$ cat src/rtl/i2s_transmitter_if.sv
// Sample-side handshake and I2S serial lines of the Pi-to-DAC transmitter.
// The slave modport is the transmitter; the master modport is the buffer/DAC side.
interface i2s_transmitter_if;
   logic               enable;
   logic signed [15:0] sample_in;
   logic               ready;
   logic               bclk;
   logic               lrclk;
   logic               sd;

   modport master (
      output enable, sample_in,
      input  ready, bclk, lrclk, sd
   );

   modport slave (
      input  enable, sample_in,
      output ready, bclk, lrclk, sd
   );
endinterface

$ cat src/rtl/i2s_transmitter.sv
// Philips-format I2S serialiser: bclk divided from clk, 32-slot frame, one ready per consumed sample.
// Define I2S_TX_STEREO_EN to take separate left/right samples (ready at slots 0 and 16).
module i2s_transmitter #(
   parameter int CLK_DIV = 4
) (
   input logic              clk,
   input logic              rst,
   i2s_transmitter_if.slave bus
);
   typedef enum logic {IDLE, RUN} state_t;

   state_t      state;
   logic [7:0]  div_cnt;
   logic [4:0]  slot;
   logic [31:0] frame;
   logic        held_bit;
   logic        bclk_r;
   logic        lrclk_r;
   logic        sd_r;
   logic        ready_r;

   logic [4:0]  slot_nxt;
   logic [4:0]  bit_idx;
   logic        div_tc;

   assign slot_nxt = slot + 5'd1;
   // Slot k carries frame bit 32-k; negating modulo 32 yields exactly that index.
   assign bit_idx  = 5'd0 - slot_nxt;
   assign div_tc   = (div_cnt == 8'(CLK_DIV - 1));

   assign bus.bclk  = bclk_r;
   assign bus.lrclk = lrclk_r;
   assign bus.sd    = sd_r;
   assign bus.ready = ready_r;

   always_ff @(posedge clk or posedge rst) begin
      if (rst) begin
         state    <= IDLE;
         div_cnt  <= 8'd0;
         slot     <= 5'd31;
         frame    <= 32'd0;
         held_bit <= 1'b0;
         bclk_r   <= 1'b0;
         lrclk_r  <= 1'b0;
         sd_r     <= 1'b0;
         ready_r  <= 1'b0;
      end else begin
         ready_r <= 1'b0;
         case (state)
            IDLE: begin
               div_cnt <= 8'd0;
               bclk_r  <= 1'b0;
               lrclk_r <= 1'b0;
               sd_r    <= 1'b0;
               if (bus.enable) state <= RUN;
            end
            RUN: begin
               if (!div_tc) begin
                  div_cnt <= div_cnt + 8'd1;
               end else begin
                  div_cnt <= 8'd0;
                  bclk_r  <= ~bclk_r;
                  // Only the 1->0 toggle advances the frame; the rising toggle is passive.
                  if (bclk_r) begin
                     if (slot_nxt == 5'd0) begin
                        lrclk_r <= 1'b0;
                        if (!bus.enable) begin
                           state <= IDLE;
                           sd_r  <= 1'b0;
                           slot  <= 5'd31;
                        end else begin
                           slot    <= 5'd0;
                           sd_r    <= held_bit;
                           ready_r <= 1'b1;
`ifdef I2S_TX_STEREO_EN
                           frame[31:16] <= bus.sample_in;
`else
                           frame <= {bus.sample_in, bus.sample_in};
`endif
                        end
                     end else begin
                        slot    <= slot_nxt;
                        sd_r    <= frame[bit_idx];
                        lrclk_r <= slot_nxt[4];
                        // Right LSB is deferred to the next frame's slot 0.
                        if (slot_nxt == 5'd31) held_bit <= frame[0];
`ifdef I2S_TX_STEREO_EN
                        if (slot_nxt == 5'd16) begin
                           frame[15:0] <= bus.sample_in;
                           ready_r     <= 1'b1;
                        end
`endif
                     end
                  end
               end
            end
            default: state <= IDLE;
         endcase
      end
   end
endmodule

$ cat src/flat_wrapper.sv
// flat-port wrapper written by rule: the top's interface ports become plain ports
module i2s_transmitter_flat 
#(
   parameter int CLK_DIV = 4
)
  (clk, rst, bus_enable, bus_sample_in, bus_ready, bus_bclk, bus_lrclk, bus_sd);
  i2s_transmitter_if bus_i ();
  input logic clk;
  input logic rst;
  input wire logic [$bits(bus_i.enable)-1:0] bus_enable;
  input wire logic [$bits(bus_i.sample_in)-1:0] bus_sample_in;
  output wire logic [$bits(bus_i.ready)-1:0] bus_ready;
  output wire logic [$bits(bus_i.bclk)-1:0] bus_bclk;
  output wire logic [$bits(bus_i.lrclk)-1:0] bus_lrclk;
  output wire logic [$bits(bus_i.sd)-1:0] bus_sd;
  assign bus_i.enable = bus_enable;
  assign bus_i.sample_in = bus_sample_in;
  assign bus_ready = bus_i.ready;
  assign bus_bclk = bus_i.bclk;
  assign bus_lrclk = bus_i.lrclk;
  assign bus_sd = bus_i.sd;
  i2s_transmitter #(.CLK_DIV(CLK_DIV)) u_core (.clk(clk), .rst(rst), .bus(bus_i));
endmodule
$ cat config.mk
export PLATFORM = sky130hd
export DESIGN_NAME = i2s_transmitter_flat
export DESIGN_NICKNAME = d
export VERILOG_FILES = /design/src/rtl/i2s_transmitter_if.sv /design/src/rtl/i2s_transmitter.sv /design/src/flat_wrapper.sv
export SDC_FILE = /design/constraint.sdc
export NUM_CORES = 1
export LEC_CHECK = 0
export ABC_AREA = 1
export CAP_MARGIN = 20
export CELL_PAD_IN_SITES_DETAIL_PLACEMENT = 1
export CELL_PAD_IN_SITES_GLOBAL_PLACEMENT = 1
export CORE_MARGIN = 3
export CORE_UTILIZATION = 44
export CTS_CLUSTER_DIAMETER = 100
export DETAILED_ROUTE_END_ITERATION = 7
export PLACE_DENSITY_LB_ADDON = 0.25
export SYNTH_ARGS = -nofsm -noshare
export SYNTH_HDL_FRONTEND = slang
export SYNTH_SLANG_ARGS = --single-unit
$ cat constraint.sdc
create_clock -name clk -period 5.4 [get_ports clk]
set_clock_uncertainty 0.2 [all_clocks]
set_input_delay 1.08 -clock clk [delete_from_list [all_inputs] [get_ports clk]]
set_output_delay 1.08 -clock clk [all_outputs]
set_load 0.02 [all_outputs]
### Word level (Yosys, flattened, before mapping)

Index checks and enable logic that the tools add are counted.

* input port bits: 19
* memory bits (read-only): 0
* flip-flop bits (word level): 51
* memories: 0
* logic and storage cells: 51
* output and inout port bits: 4
* latch bits: 0
* bits in writable memories: 0

* multiplexer cells: 26
* equality and inequality tests: 4
* reductions and logical operators: 5
* bitwise operators: 3
* shifts and indexed selects: 0
* add/sub/neg operators: 3
* $lt $le $gt $ge: 1
* divide/modulo/power cells: 0
* multipliers: 0

Operator list (count)
* 2-to-1 mux 1 bit: 17
* one-hot mux 8 bit (2 select lines): 1
* 2-to-1 mux 5 bit: 2
* AND reduction 5 bit: 2
* adder 8 x 1 -> 8 bit, second input constant: 1
* equality test 8 x 2 -> 1 bit, second input constant: 1
* 2-to-1 mux 8 bit: 1
* one-hot mux 1 bit (2 select lines): 4
* < comparator 5 x 6 -> 1 bit, second input constant: 1
* adder 5 x 1 -> 5 bit, second input constant: 1
* binary-select mux 1 bit (select 5 bit): 1
* equality test 5 bit, second input constant: 1
* zero test 5 bit: 1
* subtractor 1 x 5 -> 5 bit, first input constant: 1
* inequality test 2 bit, second input constant: 2
* inverter 1 bit: 3
* AND reduction 3 bit: 1
* AND reduction 2 bit: 1

### Longest topological paths before layout

* word-level depth: 8
* depth in mapped cells: 12

### Worst setup path before layout

No wires, ideal clock.

* kind: register -> register
* start: reg u_core.slot[0]
* end: reg u_core.sd_r (netlist: u_core.bus.sd)
* setup slack: 3.305 ns
* buffers on the path: 0
* arrival: 1.773 ns
* data required time: 5.078 ns
* stages on the path, launching flop included: 13
* setup time: 0.122 ns
* path through: dfstp_2 -> clkinv_1 -> ha_1 -> nand2_1 -> inv_1 -> nor2_1 -> nand2_1 -> nand2_1 -> nand2_1 -> nand2_1 -> nand2_1 -> nand3_1 -> nand3_2

* word-level cells in the longest chain between the ends: 8

Ends and longest elaborated chain
* from (decl): line i2s_transmitter.sv:14 `logic [4:0] slot;`
* from (signal assigned): line i2s_transmitter.sv:82 `slot <= slot_nxt;`
* adder 5 x 1 -> 5 bit (*): line i2s_transmitter.sv:26 `assign slot_nxt = slot + 5'd1;`
* subtractor 1 x 5 -> 5 bit: line i2s_transmitter.sv:28 `assign bit_idx = 5'd0 - slot_nxt;`
* binary-select mux 1 bit (select 5 bit): line i2s_transmitter.sv:83 `sd_r <= frame[bit_idx];`
* 2-to-1 mux 1 bit (not written as such): line i2s_transmitter.sv:83
* 2-to-1 mux 1 bit (*): line i2s_transmitter.sv:65 `if (slot_nxt == 5'd0) begin`
* 2-to-1 mux 1 bit (*): line i2s_transmitter.sv:64 `if (bclk_r) begin`
* 2-to-1 mux 1 bit (*): line i2s_transmitter.sv:58 `if (!div_tc) begin`
* one-hot mux 1 bit (2 select lines) (*): line i2s_transmitter.sv:49 `case (state)`
* to (signal assigned): line i2s_transmitter.sv:73 `sd_r <= held_bit;`
* to (signal assigned): line i2s_transmitter.sv:83
* to (decl): line i2s_transmitter.sv:19 `logic sd_r;`

Mark *: on every way between the ends. The rest lies on a longest branch, timed or not. The select of a mux whose other input is x is not followed.
A chain may end at the register's enable or synchronous reset.

### Worst setup path in the final report

Ends and elaborated chain as after synthesis.

==> flow_metrics.env <==
export IMPL_cts_setup_buffers=0
export IMPL_final_max_slew_viol_count=0
export IMPL_clock_latency_ps=290
export IMPL_synth_warnings=0
export IMPL_clk_pin_slew_ps=70
export IMPL_async_reset_ff_share_pct=100
export IMPL_status="completed"
export IMPL_cts_buffers=5
export IMPL_ir_drop_mv=0.133
export IMPL_grt_pass1_wl_mm=7.31
export IMPL_synth_area_leaders="dfrtp_1 (38%), nand2_1 (17%), dfstp_2 (6.6%)"
export IMPL_setup_tns_ps=0
export IMPL_vias=1641
export IMPL_syn_cell_area_sq_um=1980
export IMPL_min_path_type="flip-flop to flip-flop"
export IMPL_worst_slew_pin_slew_ps=510
export IMPL_dp_final_hpwl_mm=3.09
export IMPL_start_kind="flip-flop"
export IMPL_grt_pass1_vias=1643
export IMPL_fin_crit_ps=2700
export IMPL_ys_seq_elements=35
export IMPL_met2_length_mm=2.09
export IMPL_cp_top_family="simple AND/OR/NAND/NOR gates"
export IMPL_drtPass1Iterations=4
export IMPL_hold_buffers=0
export IMPL_portBuffers=22
export IMPL_dieArea_sq_um=5330
export IMPL_route_met3_wl_microns=144
export IMPL_wl_mm=4.19
export IMPL_crit_path_end_kind="flip-flop"
export IMPL_io_pins=23
export IMPL_cp_num_buf_inv=2
export IMPL_drt_initial_drc_count=78
export IMPL_viasPerCell=4.96
export IMPL_cts_root_buffer="clkbuf_8"
export IMPL_fillers=527
export IMPL_max_cap_violations=0
export IMPL_drc=0
export IMPL_cellLeakagePower_nw=1.21
export IMPL_synth_seq_area_share_pct=44.6
export IMPL_ant_nets=0
export IMPL_synth_enable_flop_cells=0
export IMPL_diodes=0
export IMPL_p_per_area_nw_per_um2=451
export IMPL_grt_max_degree=36
export IMPL_cts_buffer_depth=2
export IMPL_cp_slowest_cell="dfstp_2"
export IMPL_clock_sinks=35
export IMPL_place_inst=323
export IMPL_layout_nets=303
export IMPL_slowest_delay_ps=710
export IMPL_synth_nets=278
export IMPL_total_power_mw=1.04
export IMPL_rrSetupSlack_ps=2700
export IMPL_die_h_microns=73.0
export IMPL_grt_antenna_before_repair=0
export IMPL_post_drt_wl_per_cell_microns=12.7
export IMPL_drive_gt1_share_pct=13.5
export IMPL_top_layer="met4"
export IMPL_worst_slew_margin_rel_pct=66.0
export IMPL_crit_top_cell="nand2_1"
export IMPL_tritoncts="done"
export IMPL_cp_arrival_ps=2670
export IMPL_path_class="flip-flop to flip-flop"
export IMPL_initial_utilization_pct=47.4
export IMPL_htree_levels=2
export IMPL_avgSynthCellArea_sq_um=7.75
export IMPL_die_w_microns=73.0
export IMPL_yosysTopAreaCellShare_pct=38.0
export IMPL_max_freq_mhz=370
export IMPL_cp_max_fo=15
export IMPL_place_congestion=0.740
export IMPL_postCtsResizedCells=0
export IMPL_synth_cell_type_count=32
export IMPL_finalNonFillerCells=331
export IMPL_grt_usage_pct=17.7
export IMPL_grt_ovfl_total=0
export IMPL_fin_crit_sh_pct=50.0
export IMPL_final_hold_violation_count=0
export IMPL_final_common_cell="nand2_1"
export IMPL_synth_flop_cell="dfrtp_1"
export IMPL_finalSetupViolCount=0
export IMPL_syn_to_final_growth_pct=16.9
export IMPL_cp_cell_sequence="clkinv_1 > ha_1 > nand2_1 > inv_1 > nor2_1 > nand2_1 > nand2_1 > nand2_1 > nand2_1 > nand2_1 > nand3_1 > nand3_2"
export IMPL_synthCells=255
export IMPL_synth_area_leader_cell="dfrtp_1"
export IMPL_rows=23
export IMPL_drt_met1_wl_mm=1.88
export IMPL_required_ps=5370
export IMPL_rsz0062_at_grt="no"
export IMPL_core_sq_um=4170
export IMPL_final_cell_mix="nand2_1 (91), inv_1 (35), dfrtp_1 (30)"
-- worst paths after layout --
path,depth (start not counted),from,end
worst max-delay path,12,u_core.slot[0],u_core.bus.sd
min in group asynchronous,3,rst,u_core.bus.ready
worst max register to register,12,u_core.slot[0],u_core.bus.sd
max in group asynchronous,3,rst,u_core.slot[3]
worst min-delay path,1,u_core.div_cnt[0],u_core.div_cnt[0]
worst min register to register,1,u_core.div_cnt[0],u_core.div_cnt[0]
-- Yosys cell counts (all sizes together) (2+ instances only) --
cell type / count
inv: 37
nand2: 97
nor3: 3
nand3: 13
nor2: 23
nand4: 3
o211ai: 2
o21ai: 25
a21oi: 3
buf: 4
dfrtp: 30
ha: 4
dfstp: 5
-- flip-flops by register name (all words and copies together) (netlist names) --
register,flops
u_core.bus.ready,1
u_core.div_cnt,8
u_core.bus.bclk,1
u_core.bus.sd,1
u_core.frame,16
u_core.slot,5
u_core.bus.lrclk,1
u_core.state,1
u_core.held_bit,1
-- per-stage QoR --
step           instance area [sq um]  worst slack, ps  hold WS, ps  util (%)
2_1_floorplan                   1980             3300          229         -
3_3_place_gp                    2210             2730          249      53.0
3_5_place_dp                    2210             2700          261      53.0
4_1_cts                         2310             2670          270      55.4
5_1_grt                         2310             2480          303      55.4
6_report                        2310             2700          273      55.4
-- area by class of cell --
type	instances	area [sq um]	area share (%)
Clock buffer	8	100	4.33
Inverter	38	145	6.28
Multi-Input combinational cell	177	893	38.7
Sequential cell	35	882	38.2
Tap cell	50	62.6	2.71
Timing Repair Buffer	23	228	9.85
-- where the power goes --
part / switching (mW) / leakage, nW / internal, mW
logic: 0.263 / 0.796 / 0.148
registers: 0.0769 / 0.361 / 0.348
clock network: 0.0907 / 0.0515 / 0.116
total: 0.431 / 1.21 / 0.612
-- logic make-up (layout without fill, tap and decap cells) --
| group | after synthesis | in the layout | synth area share, % |
|---|---|---|---|
| flops | 35 | 35 | 44.6 |
| fa+ha+maj | 4 | 4 | 2.53 |
| simple gates | 141 | 141 | 31.7 |
| compound gates | 31 | 31 | 10.5 |
| buf+inv | 43 | 69 | 10.2 |
| xor+xnor | 1 | 1 | 0.443 |
-- layer usage --
metal  global-route usage (%)  vias up
li1                         -      838
met5                        0        -
met3                     4.68       11
met4                     6.15        0
met2                     29.8       24
met1                     21.7      768
Power figures use the tool's default switching activity.
